[src/rtl/waveform_bank_sched.sv]
// Ping-pong bank scheduler: host writes fill one waveform bank while playback
// drains the other at a divided rate, swapping on commit and end-of-bank.
module waveform_bank_sched #(
  parameter int unsigned WR_ADDR_W = 11,
  parameter int unsigned DIV_W     = 16
) (
  input  logic                 clk,
  input  logic                 reset,
  input  logic                 pipe_in_write,
  input  logic                 commit,
  input  logic                 play_en,
  input  logic [DIV_W-1:0]     rate_div,
  output logic [WR_ADDR_W-1:0] wr_addr,
  output logic                 wr_bank,
  output logic [WR_ADDR_W-2:0] rd_addr,
  output logic                 rd_bank,
  output logic                 pop,
  output logic                 swap,
  output logic                 underrun,
  output logic                 overrun,
  output logic [1:0]           state
);

  localparam int unsigned RD_ADDR_W = WR_ADDR_W - 1;

  typedef enum logic [1:0] {
    StIdle  = 2'd0,
    StPlay  = 2'd1,
    StStall = 2'd2
  } state_e;

  state_e               state_q, state_d;
  logic [1:0]           full_q, full_d;
  logic [WR_ADDR_W-1:0] wr_addr_q, wr_addr_d;
  logic                 wr_bank_q, wr_bank_d;
  logic [RD_ADDR_W-1:0] rd_addr_q, rd_addr_d;
  logic                 rd_bank_q, rd_bank_d;
  logic [DIV_W-1:0]     cnt_q, cnt_d;
  logic                 pop_q, pop_d;
  logic                 swap_q, swap_d;
  logic                 underrun_q, underrun_d;
  logic                 overrun_q, overrun_d;

  logic wr_full, rd_full, other_full;
  logic wr_ok, commit_ok;
  logic end_of_bank, cnt_hit;

  // All bank decisions use start-of-cycle occupancy.
  assign wr_full     = full_q[wr_bank_q];
  assign rd_full     = full_q[rd_bank_q];
  assign other_full  = full_q[~rd_bank_q];
  assign wr_ok       = pipe_in_write & ~wr_full;
  assign commit_ok   = commit & ~wr_full;
  assign end_of_bank = pop_q & (&rd_addr_q);
  assign cnt_hit     = (cnt_q == rate_div);

  // State register and datapath registers
  always_ff @(posedge clk) begin
    if (reset) begin
      state_q    <= StIdle;
      full_q     <= 2'b00;
      wr_addr_q  <= '0;
      wr_bank_q  <= 1'b0;
      rd_addr_q  <= '0;
      rd_bank_q  <= 1'b0;
      cnt_q      <= '0;
      pop_q      <= 1'b0;
      swap_q     <= 1'b0;
      underrun_q <= 1'b0;
      overrun_q  <= 1'b0;
    end else begin
      state_q    <= state_d;
      full_q     <= full_d;
      wr_addr_q  <= wr_addr_d;
      wr_bank_q  <= wr_bank_d;
      rd_addr_q  <= rd_addr_d;
      rd_bank_q  <= rd_bank_d;
      cnt_q      <= cnt_d;
      pop_q      <= pop_d;
      swap_q     <= swap_d;
      underrun_q <= underrun_d;
      overrun_q  <= overrun_d;
    end
  end

  // Next-state logic
  always_comb begin
    state_d = state_q;
    case (state_q)
      StIdle: begin
        if (play_en && rd_full) state_d = StPlay;
      end
      StPlay: begin
        if (!play_en) begin
          state_d = StIdle;
        end else if (end_of_bank && !other_full) begin
          state_d = StStall;
        end
      end
      StStall: begin
        if (!play_en) begin
          state_d = StIdle;
        end else if (rd_full) begin
          state_d = StPlay;
        end
      end
      default: state_d = StIdle;
    endcase
  end

  // Write-side bookkeeping
  always_comb begin
    wr_addr_d = wr_addr_q;
    wr_bank_d = wr_bank_q;
    overrun_d = overrun_q;
    if (wr_ok) wr_addr_d = wr_addr_q + 1'b1;
    // A same-cycle write has already landed at the current address.
    if (commit_ok) begin
      wr_addr_d = '0;
      wr_bank_d = ~wr_bank_q;
    end
    if ((pipe_in_write || commit) && wr_full) overrun_d = 1'b1;
  end

  // Read-side outputs, divider and bank occupancy
  always_comb begin
    full_d     = full_q;
    rd_addr_d  = rd_addr_q;
    rd_bank_d  = rd_bank_q;
    cnt_d      = cnt_q;
    pop_d      = 1'b0;
    swap_d     = 1'b0;
    underrun_d = underrun_q;

    if (commit_ok) full_d[wr_bank_q] = 1'b1;

    case (state_q)
      StPlay: begin
        if (!play_en) begin
          // Bank stays full so it replays from word 0 on re-enable.
          rd_addr_d = '0;
          cnt_d     = '0;
        end else begin
          cnt_d = cnt_hit ? '0 : cnt_q + 1'b1;
          if (pop_q) rd_addr_d = rd_addr_q + 1'b1;
          if (end_of_bank) begin
            full_d[rd_bank_q] = 1'b0;
            rd_bank_d         = ~rd_bank_q;
            rd_addr_d         = '0;
            swap_d            = 1'b1;
            if (!other_full) begin
              underrun_d = 1'b1;
              cnt_d      = '0;
            end
          end
          // Never pop into a bank we are about to stall on.
          pop_d = cnt_hit && (state_d == StPlay);
        end
      end
      default: begin
        rd_addr_d = '0;
        cnt_d     = '0;
      end
    endcase
  end

  assign wr_addr  = wr_addr_q;
  assign wr_bank  = wr_bank_q;
  assign rd_addr  = rd_addr_q;
  assign rd_bank  = rd_bank_q;
  assign pop      = pop_q;
  assign swap     = swap_q;
  assign underrun = underrun_q;
  assign overrun  = overrun_q;
  assign state    = state_q;

endmodule

[config.mk]
export PLATFORM = sky130hd
export DESIGN_NAME = waveform_bank_sched
export DESIGN_NICKNAME = d
export VERILOG_FILES = /design/src/rtl/waveform_bank_sched.sv
export SDC_FILE = /design/constraint.sdc
export NUM_CORES = 1
export LEC_CHECK = 0
export ABC_AREA = 1
export ABC_CLOCK_PERIOD_IN_PS = 1700
export CORE_UTILIZATION = 55
export DETAILED_ROUTE_END_ITERATION = 8
export DONT_BUFFER_PORTS = 1
export GPL_ROUTABILITY_DRIVEN = 1
export HOLD_SLACK_MARGIN = 0.15
export PLACE_DENSITY = 0.81
export SLEW_MARGIN = 20
export SYNTH_ARGS = -nofsm -noshare
export SYNTH_HDL_FRONTEND = slang
export SYNTH_SLANG_ARGS = --single-unit
[constraint.sdc]
create_clock -name clk -period 1.7 [get_ports clk]
set_input_delay 0.17 -clock clk [delete_from_list [all_inputs] [get_ports clk]]
set_output_delay 0.17 -clock clk [all_outputs]
set_load 0.005 [all_outputs]
# == Word-level counts from Yosys, hierarchy flattened ==
# Index checks and enable logic that the tools add are counted.
# W data, S select, Z words.
# classes
addsub,3
n_mul,0
div,0
n_lt_le_gt_ge,5
n_eq_ne,4
shifts,0
muxes,24
bitwise_logic,12
reduce_logical,15
# ops
cell,n
$mux W16,3
$mux W2,9
$add A16 B1 Y16 const B,1
$eq A16 B16 Y1,1
$add A11 B1 Y11 const B,1
$add A10 B1 Y10 const B,1
$reduce_and A10 Y1,1
$mux W1,9
$logic_and A1 B1 Y1,6
$lt A1 B2 Y1 const B,3
$not A1 Y1,6
$pmux W2 S3,1
$eq A2 B1 Y1 const B,2
$reduce_and A4 Y1,1
$reduce_or A4 Y1,1
$and A1 B1 Y1,3
$reduce_and A3 Y1,1
$reduce_or A3 Y1,1
$and A2 B2 Y2,1
$demux W1 S1,2
$eq A2 B2 Y1 const B,1
$ge A1 B1 Y1 const B,2
$logic_not A2 Y1,1
$not A2 Y2,1
other kinds (4),4
# totals
ff_bits,47
latch_bits,0
ramBits,0
romBits,0
in_bits,21
elab_cells,74
n_memories,0

# == Logic depth before layout (Yosys ltp) ==
# depth
word_depth,10
mapped_depth,10

# == Worst setup path before layout ==
# Ideal clock, no wire load.
# synth_path
kind,register -> register
from,"reg rd_addr_q[0], in the netlist rd_addr[0]"
to,reg cnt_q[11]
arrival_time_ns,1.232
required_ns,1.583
path_slack_ns,0.351
path_stages_with_launch,10
n_path_buf,1
period_less_slack_ns,1.349
path_cell_list,dfxtp_1 > ha_1 > nand3_1 > nor2_1 > nand4_1 > nand2_1 > inv_1 > nand2_4 > buf_8 > nor2_1
# synth_between
elab_chain_cells,3
# synth_lines
item,line_no,text
from (decl),36,"logic [RD_ADDR_W-1:0] rd_addr_q, rd_addr_d;"
from (signal assigned),76,rd_addr_q <= rd_addr_d;
$reduce_and A10 Y1,54,assign end_of_bank = pop_q & (&rd_addr_q);
$and A1 B1 Y1,54,
$mux W16,146,if (end_of_bank) begin
to (signal assigned),78,cnt_q <= cnt_d;
to (decl),38,"logic [DIV_W-1:0] cnt_q, cnt_d;"
# Every way passes these cells.
# A chain may end at the register's enable or synchronous reset.

# == Worst setup path after layout ==
# layout_path
from,"reg rd_addr_q[1], in the netlist rd_addr[1]"
to,reg cnt_q[0]
# The elaborated chain is that of the path after synthesis.

==> Flow_metrics.wiki <==
{| class="wikitable"
! Metric !! Value
|-
| Status || completed
|-
| Post-CTS resize count || 0
|-
| Largest net degree at the start of global routing || 17
|-
| Number of setup violations in the final report || 0
|-
| CTS HTree Levels || 2
|-
| Clock transition at the registers of the reported paths || 0.08 ns
|-
| Count of nets left with antenna violations after detail routing || 0
|-
| Placed instance count || 438
|-
| Worst min-delay path category || input pin to flip-flop
|-
| Worst setup EP type || flip-flop
|-
| Final std cells w/o fill || 449
|-
| Xor/xnor cell area share of the yosys netlist || 3.90%
|-
| Post-synthesis simple-gate area fraction || 37.6%
|-
| Startpoint type of the worst setup path || flip-flop
|-
| Count of clock tree sinks || 47
|-
| Fillers || 414
|-
| Yosys cell types || 23
|-
| Detail-routed net length per standard cell || 10.8 um
|-
| Cell mode on critical path || sky130_fd_sc_hd__nor2_1
|-
| Number of top-level design ports || 50
|-
| Number of diodes added for antenna fixing || 0
|-
| Area growth, synth to finish || 7.35%
|-
| Required time at the worst-slack endpoint || 1.89 ns
|-
| Post-synthesis sequential area ratio || 38.1%
|-
| Tcrit/Tclk final || 89.4%
|-
| Total Die Area || 0.00476 mm2
|-
| Initial antenna violation count || 0
|-
| Total overflow reported by the global router || 0
|-
| Via total after detailed routing || 2247
|-
| Classification of the worst setup path || flip-flop to flip-flop
|-
| Hold violation total from the final report || 0
|-
| Slack of the worst reg-to-reg path || 0.18 ns
|-
| Worst EP arrival || 1.71 ns
|-
| Overall fraction of global-route tracks in use || 22.0%
|-
| Buffering stage count on the worst path with inverters included || 1
|-
| Starting utilization of the core area || 57.1%
|-
| Violation count after the first detailed-routing iteration || 91
|-
| Area of the core region || 0.00432 mm2
|-
| Leakage power of the design || 1.06 nW
|-
| Buffer levels on the longest clock path || 2
|-
| Cell area after technology mapping || 0.00247 mm2
|-
| Minimum clock period || 1.52 ns
|-
| HPWL Detailed || 3730 um
|-
| Kind of cell adding the most delay to the critical path || simple AND/OR/NAND/NOR gates
|-
| Layout cell share with drive strength beyond 1 || 6.05%
|-
| Fin. max-slew vios || 0
|-
| Headroom to the max-slew limit || 77.8%
|-
| Multiplexer fraction of the synthesized cell area || 0%
|-
| Syn Area/Cell || 6.38 um2
|-
| First-pass GRT wire length || 8670 um
|-
| Setup repair after global routing missed its margin || false
|-
| Crit-path cells || ha_1, nand3_1, nor2_1, nand4_1, nand2_1, inv_1, nand2_4, nor2_1
|-
| Storage cell area || 941 um2
|-
| # Max-Cap Violations || 0
|-
| Die height || 69.0 um
|-
| CP max stage delay || 0.40 ns
|-
| Main combinational cell family by area after synthesis || simple AND/OR/NAND/NOR gates
|-
| # hold bufs at CTS || 4
|-
| Width of the chip || 69.0 um
|-
| Area taken by multi-input logic gates || 0.00126 mm2
|-
| Root Buffer Master || sky130_fd_sc_hd__clkbuf_8
|-
| Post-CTS setup buffer count || 0
|-
| Synthesized netlist net count || 411
|-
| Via density || 5.00
|-
| Remaining design rule violation count || 0
|-
| Source-to-sink clock delay at the later pin of the worst-skew pair || 0.30 ns
|-
| Transition time at the pin with the least slew margin || 0.332 ns
|-
| Worst-path maximum fanout || 16
|-
| Vias in the first global route || 2133
|-
| Complex-gate fraction of the synthesized area || 8.11%
|-
| Count of buffers from port buffering || 0
|-
| Final Wtd Congestion || 0.817
|-
| Core Rows || 24
|-
| Worst-path cell with the longest stage delay || sky130_fd_sc_hd__dfxtp_1
|-
| Largest clock skew in the final design || 0.00436 ns
|-
| Synthesized flop and latch total || 47
|-
| Highest achievable clock rate || 658 MHz
|-
| Worst IR Drop VDD || 0.453 mV
|-
| Number of nets in the layout || 421
|-
| Synthesized instance count || 387
|-
| Power density over the cells || 723 mW/mm2
|-
| Setup TNS after final layout || 0 ns
|-
| Number of CTS-inserted buffers || 5
|-
| CTS tree || built
|-
| Length of the first detailed-routing pass in iterations || 4
|-
| Warning count from the yosys run || 0
|-
| Adder and majority cell fraction of the synthesized area || 1.52%
|-
| Aggregate routed wire length || 4860 um
|}
through the flow:
step           power [mW]  setup slack (ns)  utilization (%)  instance area, um2  hold WS [ns]
3_5_place_dp         1.25             0.216             58.4                2520         0.243
2_1_floorplan        1.23             0.351                -                2470         0.329
3_3_place_gp         1.25             0.291             58.4                2520         0.240
4_1_cts              1.92             0.211             61.3                2650         0.164
6_report             1.92             0.180             61.3                2650         0.169
5_1_grt              2.00            0.0109             61.3                2650         0.201
state kept, by name (all words and copies together), names as in the netlist, 2 cells and up:
register  cells
state         2
rd_addr      10
full_q        2
wr_addr      11
cnt_q        16
worst min-delay path, cell delays in order:
cell and delay (ns):
sky130_fd_sc_hd__nand2_1 0.07, sky130_fd_sc_hd__nor2_2 0.07, sky130_fd_sc_hd__nand2_1 0.06, sky130_fd_sc_hd__a21oi_1 0.05
layout make-up:
type	count	share of cell area (%)
tap	52	2.45
inverter	66	9.34
multi-input combinational	272	47.6
clock inverter	1	0.189
timing repair buffer	5	1.79
clock buffer	6	3.11
sequential	47	35.5
where the power goes:
group          switching, mW  total, mW  internal, mW
combinational         0.0686      0.110        0.0417
clock                  0.361      0.681         0.320
sequential            0.0137       1.13          1.11
total                  0.444       1.92          1.47
cell usage after synthesis:
cell type	number	share of area, %
sky130_fd_sc_hd__nand2_1	115	17
sky130_fd_sc_hd__inv_1	61	9.3
sky130_fd_sc_hd__nor2_1	60	9.1
sky130_fd_sc_hd__dfxtp_1	47	38
sky130_fd_sc_hd__a21oi_1	22	4.5
sky130_fd_sc_hd__nand3_1	14	2.8
sky130_fd_sc_hd__o21ai_0	14	2.8
sky130_fd_sc_hd__xor2_1	10	3.5
sky130_fd_sc_hd__nor2_2	8	2.0
sky130_fd_sc_hd__nand4_1	6	1.5
sky130_fd_sc_hd__nor3_1	6	1.2
sky130_fd_sc_hd__inv_2	5	0.76
sky130_fd_sc_hd__nor3b_1	4	1.2
sky130_fd_sc_hd__ha_1	3	1.5
sky130_fd_sc_hd__nand3b_1	3	0.91
sky130_fd_sc_hd__nand3_2	2	0.81
sky130_fd_sc_hd__buf_8	1	0.61
sky130_fd_sc_hd__clkbuf_1	1	0.15
sky130_fd_sc_hd__nand2_4	1	0.46
sky130_fd_sc_hd__o21a_1	1	0.30
sky130_fd_sc_hd__o21ai_1	1	0.20
sky130_fd_sc_hd__o21bai_1	1	0.30
sky130_fd_sc_hd__xnor2_1	1	0.35
per-layer routing:
metal | share of wire, % | GRT usage (%) | wire, um | vias to the layer above
li1 | - | - | - | 1207
met1 | 46 | 25.8 | 2230 | 986
met2 | 46 | 37.1 | 2260 | 48
met3 | 6.2 | 7.31 | 299 | 6
met4 | 1.4 | 8.16 | 67 | 0
met5 | 0 | 0 | 0 | -
worst paths after layout:
| kind | endpoint | depth (start not counted) | from |
|---|---|---|---|
| max | cnt_q[0] | 8 | rd_addr[1] |
| min | rd_addr[9] | 4 | play_en |
| max reg2reg | cnt_q[0] | 8 | rd_addr[1] |
| min reg2reg | rd_addr[7] | 2 | rd_addr[7] |
cells by family after synthesis:
kind of cell               count (synthesis)
adders and majority gates                  3
AOI/OAI and AO/OA                         39
DFF                                       47
buffers and inverters                     68
xor gates and xnor gates                  11
and+or+nand+nor                          219
placed cells by master, fill, tap and decap left out, drive strengths merged:
master,n
buf,1
o21ai,15
xor2,10
nand3b,3
o21bai,1
nand4,6
dfxtp,47
xnor2,1
a21oi,22
nor3b,4
nand3,16
nand2,116
o21a,1
clkbuf,6
clkinv,1
inv,66
ha,3
nor3,6
dlygate4sd3,4
nor2,68
No activity file was read; power rests on OpenSTA's default activity.
